**src/rtl/gemm_reader_pkg.sv**
```systemverilog
// Shared types and constants for the GEMM result reader (C memory drain).
package gemm_reader_pkg;

    typedef enum logic [1:0] {
        IDLE  = 2'd0,
        READ  = 2'd1,
        DRAIN = 2'd2,
        DONE  = 2'd3
    } reader_state_e;

    localparam int FifoDepth      = 2;
    localparam int FifoCountWidth = $clog2(FifoDepth + 1);
    localparam int FifoPtrWidth   = 1;
    localparam int EntryDataWidth = 32;

    // One buffered C element plus the end-of-matrix marker travelling with it.
    typedef struct packed {
        logic                             last;
        logic signed [EntryDataWidth-1:0] data;
    } fifo_entry_t;

    // A new read may go out only if every slot it could land in is guaranteed:
    // entries left after this cycle's pop plus the read already in flight
    // must leave room for one more.
    function automatic logic credit_ok(
        input logic [FifoCountWidth-1:0] count,
        input logic                      inflight,
        input logic                      pop
    );
        logic [FifoCountWidth:0] occupancy_after;
        occupancy_after = {1'b0, count}
                        + {{FifoCountWidth{1'b0}}, inflight}
                        - {{FifoCountWidth{1'b0}}, pop};
        return occupancy_after < (FifoCountWidth + 1)'(FifoDepth);
    endfunction

endpackage

```
**src/rtl/gemm_reader_fifo.sv**
```systemverilog
// Two-entry synchronous FIFO buffering C read returns toward the stream side.
// Simultaneous push and pop are legal at any occupancy, including full.
module gemm_reader_fifo
    import gemm_reader_pkg::*;
(
    input  logic                      clk,
    input  logic                      rst,
    input  logic                      push,
    input  logic                      pop,
    input  fifo_entry_t               wdata,
    output fifo_entry_t               rdata,
    output logic                      full,
    output logic                      empty,
    output logic [FifoCountWidth-1:0] count
);

    fifo_entry_t               mem [FifoDepth];
    logic [FifoPtrWidth-1:0]   wr_ptr;
    logic [FifoPtrWidth-1:0]   rd_ptr;
    logic [FifoCountWidth-1:0] cnt;
    logic                      do_pop;
    logic                      do_push;

    assign empty   = (cnt == '0);
    assign full    = (cnt == FifoCountWidth'(FifoDepth));
    assign count   = cnt;
    assign do_pop  = pop && !empty;
    assign do_push = push && (!full || do_pop);
    assign rdata   = mem[rd_ptr];

    // Pointer and occupancy bookkeeping.
    always_ff @(posedge clk) begin
        if (rst) begin
            wr_ptr <= '0;
            rd_ptr <= '0;
            cnt    <= '0;
        end else begin
            if (do_push) wr_ptr <= wr_ptr + 1'b1;
            if (do_pop)  rd_ptr <= rd_ptr + 1'b1;
            case ({do_push, do_pop})
                2'b10:   cnt <= cnt + 1'b1;
                2'b01:   cnt <= cnt - 1'b1;
                default: cnt <= cnt;
            endcase
        end
    end

    // Entry storage; contents are don't-care while the slot is unoccupied.
    always_ff @(posedge clk) begin
        if (do_push) mem[wr_ptr] <= wdata;
    end

endmodule

```
**src/rtl/gemm_result_reader.sv**
```systemverilog
// Drains the row-major M x N result region of C memory as a valid/ready stream.
// Optional feature: define GEMM_READER_CHECKSUM_EN to add checksum_o, a wrapping
// sum of every accepted beat of the current drain.
module gemm_result_reader
    import gemm_reader_pkg::*;
#(
    parameter int OutDataWidth  = 32,
    parameter int DataDepth     = 4096,
    parameter int AddrWidth     = 12,
    parameter int SizeAddrWidth = 8
) (
    input  logic                     clk_i,
    input  logic                     rst_i,
    input  logic                     start_i,
    input  logic [SizeAddrWidth-1:0] M_size_i,
    input  logic [SizeAddrWidth-1:0] N_size_i,
    input  logic [AddrWidth-1:0]     base_addr_i,
    output logic [AddrWidth-1:0]     sram_c_addr_o,
    output logic                     sram_c_re_o,
    input  logic [OutDataWidth-1:0]  sram_c_rdata_i,
    output logic [OutDataWidth-1:0]  m_data_o,
    output logic                     m_valid_o,
    input  logic                     m_ready_i,
    output logic                     m_last_o,
    output logic                     busy_o,
    output logic                     done_o
`ifdef GEMM_READER_CHECKSUM_EN
    ,
    output logic [OutDataWidth-1:0]  checksum_o
`endif
);

    localparam int TotalWidth = 2 * SizeAddrWidth;

    // The FIFO entry type carries a fixed-width element; catch a mismatched build early.
    if (OutDataWidth != EntryDataWidth || DataDepth != (1 << AddrWidth)) begin : g_param_check
        $error("gemm_result_reader: OutDataWidth must match EntryDataWidth and DataDepth must be 2**AddrWidth");
    end

    reader_state_e             state;
    reader_state_e             state_next;

    logic [TotalWidth-1:0]     start_total;
    logic [TotalWidth-1:0]     total;
    logic [TotalWidth-1:0]     idx;
    logic [AddrWidth-1:0]      base;
    logic [AddrWidth-1:0]      addr_hold;
    logic [AddrWidth-1:0]      issue_addr;
    logic                      start_ok;
    logic                      issue;
    logic                      is_last_idx;
    logic                      inflight;
    logic                      inflight_last;

    fifo_entry_t               fifo_wdata;
    fifo_entry_t               fifo_head;
    logic                      fifo_push;
    logic                      fifo_full;
    logic                      fifo_empty;
    logic [FifoCountWidth-1:0] fifo_count;
    logic                      pop;

    assign start_total = TotalWidth'(M_size_i) * TotalWidth'(N_size_i);
    assign start_ok    = (state == IDLE) && start_i;
    assign is_last_idx = (idx == total - TotalWidth'(1));
    assign issue_addr  = base + AddrWidth'(idx);

    assign sram_c_re_o   = issue;
    assign sram_c_addr_o = issue ? issue_addr : addr_hold;

    assign m_valid_o = !fifo_empty;
    assign m_data_o  = fifo_empty ? '0 : fifo_head.data;
    assign m_last_o  = !fifo_empty && fifo_head.last;
    assign pop       = m_valid_o && m_ready_i;

    assign busy_o = (state != IDLE);
    assign done_o = (state == DONE);

    // State register.
    always_ff @(posedge clk_i) begin
        if (rst_i) state <= IDLE;
        else       state <= state_next;
    end

    // Next-state logic and read issue under the credit rule.
    always_comb begin
        state_next = state;
        issue      = 1'b0;
        case (state)
            IDLE: begin
                if (start_i) state_next = (start_total == '0) ? DONE : READ;
            end
            READ: begin
                issue = credit_ok(fifo_count, inflight, pop);
                if (issue && is_last_idx) state_next = DRAIN;
            end
            DRAIN: begin
                // Leave as soon as the final beat is being accepted so done follows it directly.
                if (!inflight && (fifo_empty || (fifo_count == FifoCountWidth'(1) && pop)))
                    state_next = DONE;
            end
            DONE: begin
                state_next = IDLE;
            end
            default: state_next = IDLE;
        endcase
    end

    // Drain descriptor, element index, held address and the one-deep read pipe.
    always_ff @(posedge clk_i) begin
        if (rst_i) begin
            total         <= '0;
            base          <= '0;
            idx           <= '0;
            addr_hold     <= '0;
            inflight      <= 1'b0;
            inflight_last <= 1'b0;
        end else begin
            inflight      <= issue;
            inflight_last <= issue && is_last_idx;
            if (start_ok) begin
                total <= start_total;
                base  <= base_addr_i;
                idx   <= '0;
            end else if (issue) begin
                idx <= idx + TotalWidth'(1);
            end
            if (issue) addr_hold <= issue_addr;
        end
    end

    // Read data lands one cycle after the strobe; the credit rule keeps a slot free for it.
    assign fifo_push       = inflight && (!fifo_full || pop);
    assign fifo_wdata.last = inflight_last;
    assign fifo_wdata.data = sram_c_rdata_i;

    gemm_reader_fifo u_fifo (
        .clk   (clk_i),
        .rst   (rst_i),
        .push  (fifo_push),
        .pop   (pop),
        .wdata (fifo_wdata),
        .rdata (fifo_head),
        .full  (fifo_full),
        .empty (fifo_empty),
        .count (fifo_count)
    );

`ifdef GEMM_READER_CHECKSUM_EN
    logic [OutDataWidth-1:0] checksum;

    // Wrapping sum of accepted beats, restarted by each accepted start.
    always_ff @(posedge clk_i) begin
        if (rst_i)         checksum <= '0;
        else if (start_ok) checksum <= '0;
        else if (pop)      checksum <= checksum + m_data_o;
    end

    assign checksum_o = checksum;
`endif

endmodule

```
**config.mk**
```make
export PLATFORM = sky130hd
export DESIGN_NAME = gemm_result_reader
export DESIGN_NICKNAME = d
export VERILOG_FILES = /design/src/rtl/gemm_reader_pkg.sv /design/src/rtl/gemm_reader_fifo.sv /design/src/rtl/gemm_result_reader.sv
export SDC_FILE = /design/constraint.sdc
export NUM_CORES = 1
export LEC_CHECK = 0
export CAP_MARGIN = 20
export CORE_MARGIN = 1
export CORE_UTILIZATION = 50
export DETAILED_ROUTE_END_ITERATION = 10
export GPL_ROUTABILITY_DRIVEN = 0
export HOLD_SLACK_MARGIN = 0.02
export PLACE_DENSITY = 0.76
export SETUP_SLACK_MARGIN = 0.4
export SKIP_LAST_GASP = 1
export SYNTH_ARGS = -nofsm -noshare
export SYNTH_HDL_FRONTEND = slang
export SYNTH_SLANG_ARGS = --single-unit
```
**constraint.sdc**
```tcl
create_clock -name clk_i -period 4.9 [get_ports clk_i]
set_input_delay 0.98 -clock clk_i [delete_from_list [all_inputs] [get_ports clk_i]]
set_output_delay 0.98 -clock clk_i [all_outputs]
set_load 0.02 [all_outputs]
```
==> impl_metrics.toml, run 1 <==
[detailed_routing]
first_iter_violations = 314
vias = 6733
drc = 0
ant_nets = 0
finalWirelength_mm = 19.2
vias_per_cell = 5.31
wire_per_inst_um = 15.1
dr.pass1.iters = 5

[cts]
cts_tree = "built"
htreeDepth = 4
clk_latency_ns = 0.42
clk_path_buf_depth = 2
cts_sinks = 131
root_buffer = "clkbuf_16"
numCtsBuffers = 17
path_clk_slew_ns = 0.06

[worst_setup_path]
cp-end-kind = "register"
r2r_start = "u_fifo.count[1]"
start_kind = "primary input"
critPathLaunch = "N_size_i[7]"
required_ns = 5.20
worstPathArrival_ns = 5.25
crit_fanout = 4
worst-setup-path-type = "primary input to register"

[grt]
antenna_found_initial = 0
grt_pass1_vias = 6607
grtUsageTotal = 0.227
grt_pass1_wl_mm = 31.9
grt_max_degree = 36
grt_overflow = 0

[floorplanning]
io_pins = 113
fp.dieW_um = 132
core-area_sq_mm = 0.0165
dieArea_sq_mm = 0.0174
num_rows = 47
initial_core_util = 0.511
die_h_um = 132

[timing]
maxSlewViolCount = 0
timing.hold.ws_ns = 0.431
hold_viol_final = 0
fin_worst_skew_ns = 0.00791
fin_ws_ns = -0.0489
worstMarginPinSlew_ns = 1.03
period_needed_ns = 4.95
fin_crit_sh = 1.01
relSlewSlack = 0.315
timing.fmax_ghz = 0.202
setup_viol = 1
grt_setup_unrepaired = "yes"

[run]
cap_violations = 0

[status]
violations = "setup timing"
status = "complete, but fails checks"

[power]
leakagePower_nw = 4.74
power_mw = 5.92
ir_drop_uv = 362
power.density_mw_per_mm2 = 521

[placed_design]
io_buffers = 112
dp_hpwl_mm = 13.7
dp_slack_ns = -0.847

[synthesis]
ys_ff_latch = 131
synthTopCellsByArea = "edfxtp_1 23%, dfxtp_1 15%, fa_1 9.0%"
avgSynthCellArea_sq_um = 10.1
synth-seq-area-share = 0.389
syn_inst = 838
synthMostInstantiatedCell = "nor2_1"
async_reset_ff_frac = 0
yosys.area.top_type = "edfxtp_1"
syn_nets = 999
synth-main-ff-cell = "edfxtp_1"
synth_top_area_frac = 0.235
synth.cell_area_sq_mm = 0.00844
ys_warn_count = 0
yosysUniqueCellTypes = 64
synth_common_cells = "88 x nor2_1, 74 x inv_1, 66 x edfxtp_1"
synth-edff-count = 66

[cells_and_area]
seqCellArea_sq_mm = 0.00329
multi_input_area_sq_mm = 0.00506
n_antenna_cell = 0
drive_above_1_share = 0.214
fin_nets = 1195
fillCellCount = 1256
synthToLayoutAreaGrowth_pct = 34.6

[hold_path]
hp-start = "inflight_last"
hold_path_class = "register to register"
## where the power goes
part / internal [mW] / switching (mW) / total [mW]
Combinational: 1.55 / 1.58 / 3.13
Clock: 0.804 / 0.475 / 1.28
Sequential: 1.32 / 0.193 / 1.51
## cell families after synthesis
group,Yosys count,synth area share
compound gates,123,0.103
flops,131,0.389
fa+ha+maj,97,0.178
buf+inv,104,0.0507
simple gates,292,0.180
xor+xnor,55,0.0571
mux,36,0.0428
## final timing paths
check / endpoint / slack, ns / depth (start not counted)
max: state[1] / -0.05 / 16
min: u_fifo.mem[1][32] / 0.43 / 0
max reg2reg: addr_hold[9] / 0.66 / 26
min reg2reg: u_fifo.mem[1][32] / 0.43 / 0
## layout by cell type, fill, tap and decap left out, types with 13 or more instances in the layout
master,instances
xor2_1,32
and2_1,45
inv_1,70
nand2_1,54
xnor2_1,19
a21oi_1,21
clkbuf_16,17
edfxtp_1,66
ha_1,53
fa_1,33
a22o_1,19
o21ai_0,23
clkdlybuf4s50_1,82
mux2i_1,35
nor2_1,86
buf_4,90
nor3_1,13
dfxtp_1,63
buf_6,15
## what timing repair did
action,4_1_cts,5_1_grt
pin swaps,27,36
hold buffers,0,0
buffers inserted,20,4
gates resized for setup,128,50
endpoints found under the setup margin,22,15
## flip-flops by register name, summed over array words and instances, names as in the netlist, named ones only
register	cells
addr_hold	12
base	12
idx	16
inflight	1
inflight_last	1
state	2
total	16
u_fifo.count	2
u_fifo.mem	66
u_fifo.rd_ptr	1
u_fifo.wr_ptr	1
## layer usage
| layer | track usage | vias to the layer above | part of all wire |
|---|---|---|---|
| met3 | 0.0438 | 25 | 0.054 |
| met2 | 0.388 | 190 | 0.48 |
| met4 | 0.0633 | 0 | 0.014 |
| met1 | 0.293 | 3204 | 0.45 |
| met5 | 0 | - | 0 |
| li1 | - | 3314 | - |
## cell type report
cell class                 count  share of cell area
multi-input combinational    603               0.445
clock inverter                14              0.0154
tap                          220              0.0242
inverter                      74              0.0248
timing repair buffer         207               0.163
clock buffer                  18              0.0378
sequential                   131               0.289
## worst max-delay path, stage by stage
cell and delay (ns):
buf_8 0.10, and2_4 0.15, fa_2 0.58, fa_1 0.45, fa_1 0.54, inv_2 0.05, fa_1 0.49, inv_1 0.04
ha_2 0.16, or3_4 0.34, nand2b_4 0.15, o211ai_1 0.32, xnor2_2 0.15, a2111oi_4 0.34, o2111ai_2 0.15, a311oi_1 0.25
## through the flow
stage / instance area [sq um] / setup TNS, ns / util / cells
finish: 11400 / -0.0489 / 0.688 / 1267
global route: 11400 / -0.199 / 0.688 / 1267
CTS: 11200 / -0.142 / 0.677 / 1263
detailed placement: 10300 / -5.48 / 0.624 / 1211
global placement: 10300 / -4.69 / 0.624 / 1211
floorplan: 8530 / 0 / - / 838
Note: power is estimated with default switching activity, not from simulation.
==> run 2: changes to the inputs <==
- PLACE_DENSITY: 0.76 -> 0.74
- clock period: 4.9 -> 5.6 ns (I/O delays scaled with it)
==> run 2 against run 1 <==
The run now ends clean. Combinational power shrank 22%. Sequential share of layout area grew 1.3 points. Critical path depth grew 1. Die area is the same. First-iteration DRC count grew 39%. Hold slack lost 0.0012 ns. Sequential cell count is the same. Critical endpoint unchanged. Highest routed layer unchanged. Global-route usage is essentially flat.
==> impl_metrics.toml, run 2 (same netlist as run 1, synthesis figures left out) <==
[timing]
fin_worst_skew_ns = 0.00626
relSlewSlack = 0.305
maxSlewViolCount = 0
fin_ws_ns = 0.456
hold_viol_final = 0
grt_setup_unrepaired = "yes"
worstMarginPinSlew_ns = 1.04
timing.fmax_ghz = 0.194
fin_crit_sh = 0.919
period_needed_ns = 5.14
setup_viol = 0

[floorplanning]
dieArea_sq_mm = 0.0174
core-area_sq_mm = 0.0165
io_pins = 113
die_h_um = 132
num_rows = 47
initial_core_util = 0.511
fp.dieW_um = 132

[detailed_routing]
finalWirelength_mm = 18.8
vias = 6537
ant_nets = 0
wire_per_inst_um = 15.3
vias_per_cell = 5.31
dr.pass1.iters = 4
drc = 0
first_iter_violations = 436

[power]
leakagePower_nw = 4.61
clkPwrFrac = 0.244
power.density_mw_per_mm2 = 458
seqPwrFrac = 0.266
p_sw_frac = 0.368
ir_drop_uv = 271
intPower_mw = 3.14
p_sw_mw = 1.83
combPwrFrac = 0.489

[grt]
antenna_found_initial = 0
grt_pass1_vias = 6474
grt_pass1_wl_mm = 31.5
grt_max_degree = 36
use_met3 = 0.0377
grtUsageTotal = 0.227
met2_usage = 0.377
grt.busiest_layer = "met2"
grt_use_met1 = 0.298
grt_overflow = 0

[cts]
clk_latency_ns = 0.42
cts_sinks = 131
htreeDepth = 4
root_buffer = "clkbuf_16"
clk_path_buf_depth = 2
numCtsBuffers = 17
holdBufCountCts = 0
path_clk_slew_ns = 0.06
cts_tree = "built"

[worst_setup_path]
required_ns = 5.93
start_kind = "primary input"
cp_slowest_cell = "fa_1"
crit_path_frequent_cell = "fa_1"
cp_top_family = "adder cells"
slowest_delay_ns = 0.53
path_cells = "clkdlybuf4s15_1 > and2_4 > fa_1 > fa_1 > fa_1 > inv_1 > fa_1 > inv_1 > ha_2 > or3_4 > or2_1 > buf_4 > o2111ai_1 > a21oi_1 > xnor2_1 > o2111ai_1 > a311oi_1"
worst-setup-path-type = "primary input to register"
cp-end-kind = "register"
worstPathArrival_ns = 5.47
critPathLaunch = "M_size_i[6]"
crit_fanout = 3
path_buf_inv = 4
r2r_start = "u_fifo.count[1]"

[hold_path]
hold_path_class = "register to register"
hp-start = "inflight_last"

[cells_and_area]
fin_nets = 1159
mostFrequentLayoutCell = "nor2_1"
post-route-util = 0.657
largest_register_ffs = 66
synthToLayoutAreaGrowth_pct = 28.7
instances_no_fill = 1231
drive_above_1_share = 0.141
n_antenna_cell = 0
top_register = "u_fifo.mem"
final_cell_mix = "86 x nor2_1, 84 x clkdlybuf4s50_1, 71 x inv_1"
reg_top3 = "u_fifo.mem x66, idx x16, total x16"

[placed_design]
dp_slack_ns = -0.428
dp_hpwl_mm = 13.9
io_buffers = 112
placed_cells = 1193

[status]
status = "complete, no violations"

[run]
cap_violations = 0
[run 2: cell types whose count changed in the layout (fill, tap and decap cells not counted), sizes merged, moves of 3 or more]
cell and change:
buf -48, clkbuf +7, dlymetal6s2s +5, inv -3
[run 2: power by group through the flow]
stage / Combinational [mW] / Clock [mW] / Sequential, mW
floorplan: 1.57 / 0 / 1.25
global placement: 2.32 / 0 / 1.33
detailed placement: 2.35 / 0 / 1.34
CTS: 2.41 / 1.23 / 1.32
global route: 2.69 / 1.27 / 1.34
finish: 2.43 / 1.21 / 1.32
[run 2: path summary, 6_finish.rpt]
kind	endpoint	slack (ns)	depth (start not counted)
max	state[1]	0.46	17
min	u_fifo.mem[1][32]	0.43	0
max reg2reg	idx[15]	2.12	15
min reg2reg	u_fifo.mem[1][32]	0.43	0
[run 2: cell type report]
type / instances / area [sq um]
fill: 1326 / 5660
multi-input combinational: 603 / 4810
sequential: 131 / 3280
timing repair buffer: 171 / 1560
clock buffer: 19 / 443
inverter: 74 / 280
tap: 220 / 275
clock inverter: 13 / 208
[run 2: metrics by stage]
step | setup TNS, ns | hold slack [ns] | power, mW | cell area [sq um]
2_1_floorplan | 0 | 0.404 | 2.81 | 8460
3_3_place_gp | -0.547 | 0.417 | 3.65 | 10100
5_1_grt | 0 | 0.443 | 5.31 | 10900
3_5_place_dp | -0.914 | 0.418 | 3.69 | 10100
6_report | 0 | 0.430 | 4.97 | 10900
4_1_cts | 0 | 0.434 | 4.96 | 10800
[run 2: routing by layer]
| layer | vias to the layer above | wire length [um] |
|---|---|---|
| met4 | 0 | 366 |
| met1 | 3135 | 8630 |
| met3 | 27 | 538 |
| li1 | 3244 | - |
| met5 | - | 0 |
| met2 | 131 | 9290 |
[run 2: repair_timing]
action / in CTS / in global routing
setup buffers: 4 / 1
gates resized for setup: 52 / 47
setup endpoints to repair: 17 / 11
pin swaps: 18 / 23
==> run 3: changes to the inputs <==
==> constraint.sdc (replaced) <==
create_clock -name clk_i -period 5.6 [get_ports clk_i]
set_input_delay 0.84 -clock clk_i [delete_from_list [all_inputs] [get_ports clk_i]]
set_output_delay 0.84 -clock clk_i [all_outputs]
set_load 0.1 [all_outputs]
==> run 3 against run 2 <==
Clock power decreased by 17%. Total power increased by 12%. Critical path depth unchanged. Fmax increased by 2.8%. First-iteration DRC count decreased by 13%. Die area unchanged. Via count decreased by 1.0%. Routed wire length decreased by 4.1%. Combinational power increased by 32%. Critical path type unchanged.
==> impl_metrics.toml, run 3 (same netlist as run 1, synthesis figures left out) <==
[worst_setup_path]
r2r_start = "u_fifo.count[1]"
required_ns = 5.93
timing.rr.end = "idx[15]"
reg2regPathDepth = 15
worst-setup-path-type = "primary input to register"
regToRegSetupSlack_ns = 2.10
start_kind = "primary input"
worstPathArrival_ns = 5.33
cp-end-kind = "register"
crit_fanout = 3

[floorplanning]
num_rows = 47
fp.dieW_um = 132
core-area_sq_mm = 0.0165
initial_core_util = 0.511
io_pins = 113
die_h_um = 132
dieArea_sq_mm = 0.0174

[timing]
worstMarginPinSlew_ns = 1.04
relSlewSlack = 0.306
timing.fmax_ghz = 0.200
grt_setup_unrepaired = "no"
hold_viol_final = 0
fin_crit_sh = 0.893
period_needed_ns = 5.00
fin_worst_skew_ns = 0.00818
setup_viol = 0
maxSlewViolCount = 0

[grt]
grtUsageTotal = 0.220
grt_pass1_wl_mm = 30.8
grt_pass1_vias = 6486
grt_max_degree = 36
grt_overflow = 0
antenna_found_initial = 1

[cells_and_area]
multi_input_area_sq_mm = 0.00485
drive_above_1_share = 0.137
reg_top3 = "u_fifo.mem x66, idx x16, total x16"
seqCellArea_sq_mm = 0.00328
fillCellCount = 1313
fin_nets = 1145
top_register = "u_fifo.mem"
largest_register_ffs = 66
synthToLayoutAreaGrowth_pct = 27.8
final_cell_mix = "86 x nor2_1, 85 x clkdlybuf4s50_1, 73 x inv_1"
design_area_sq_mm = 0.0108
mostFrequentLayoutCell = "nor2_1"

[cts]
clk_path_buf_depth = 2
path_clk_slew_ns = 0.06
htreeDepth = 4
cts_tree = "built"
holdBufCountCts = 0
root_buffer = "clkbuf_16"
cts_sinks = 131
numCtsBuffers = 17
clk_latency_ns = 0.42

[hold_path]
hold_path_class = "register to register"
holdPathEnd = "u_fifo.mem[1][32]"
hp-start = "inflight_last"
min_path_cells = 0

[run]
cap_violations = 0

[status]
status = "complete, no violations"

[detailed_routing]
finalWirelength_mm = 18.1
wire_per_inst_um = 14.8
vias = 6469
dr.pass1.iters = 5
first_iter_violations = 381
vias_per_cell = 5.31
drc = 0
ant_nets = 0

[placed_design]
io_buffers = 112
dp_hpwl_mm = 13.4
placed_area_sq_mm = 0.0102

[power]
leakagePower_nw = 4.41
power.density_mw_per_mm2 = 515
power_mw = 5.55
ir_drop_uv = 347
-- run 3: stage by stage --
stage | hold slack (ns) | worst slack (ns) | setup TNS [ns] | utilization | std cells
after global routing | 0.450 | 0.392 | 0 | 0.653 | 1218
final | 0.423 | 0.598 | 0 | 0.653 | 1218
after CTS | 0.426 | 0.403 | 0 | 0.651 | 1215
after global placement | 0.411 | -0.236 | -0.236 | 0.615 | 1182
after detailed placement | 0.416 | -0.421 | -0.421 | 0.615 | 1182
after floorplan | 0.404 | 0.235 | 0 | - | 838
-- run 3: final cells by class --
type / instances / area share
clock inverter: 15 / 0.0112
clock buffer: 17 / 0.0394
antenna: 1 / 0.000232
tap: 220 / 0.0255
multi-input combinational: 603 / 0.450
timing repair buffer: 157 / 0.143
inverter: 74 / 0.0257
sequential: 131 / 0.304
-- run 3: how the worst max path moves through the flow --
| stage | startpoint | end | slack [ns] |
|---|---|---|---|
| 2_1_floorplan | m_ready_i | sram_c_addr_o[2] | 0.24 |
| 3_3_place_gp | N_size_i[4] | state[1] | -0.24 |
| 3_5_place_dp | N_size_i[4] | state[1] | -0.42 |
| 4_1_cts | M_size_i[0] | state[1] | 0.40 |
| 5_1_grt | M_size_i[2] | state[1] | 0.39 |
| 6_report | M_size_i[1] | state[1] | 0.60 |
-- run 3: timing repair --
item                       CTS  global route
gates resized for setup     23            35
buffers inserted             1             1
pin swaps                   11            17
setup endpoints to repair    1             2
-- run 3: per-layer routing --
layer  up-vias  global-route usage  wire length, um
met5         -                   0                0
met4         0              0.0749              276
met3        24              0.0381              692
met2       142               0.371             8790
met1      3085               0.287             8310
li1       3218                   -                -
-- run 3: where the power goes --
group	internal, mW	leakage, nW	switching (mW)	total (mW)
clock	0.574	0.259	0.440	1.01
combinational	1.20	3.02	2.01	3.21
sequential	1.16	1.13	0.168	1.32
total	2.93	4.41	2.62	5.55
-- run 3: worst max-delay path, cell delays in order --
cell and delay (ns):
clkdlybuf4s15_1 0.21, nand2_1 0.08, fa_1 0.46, fa_1 0.55, inv_1 0.06, fa_1 0.53, inv_1 0.06, fa_1 0.53
inv_1 0.06, ha_4 0.16, or3_4 0.39, nand2b_4 0.15, o211ai_1 0.28, xnor2_2 0.14, a2111oi_4 0.35, o2111ai_2 0.19
a311oi_1 0.29
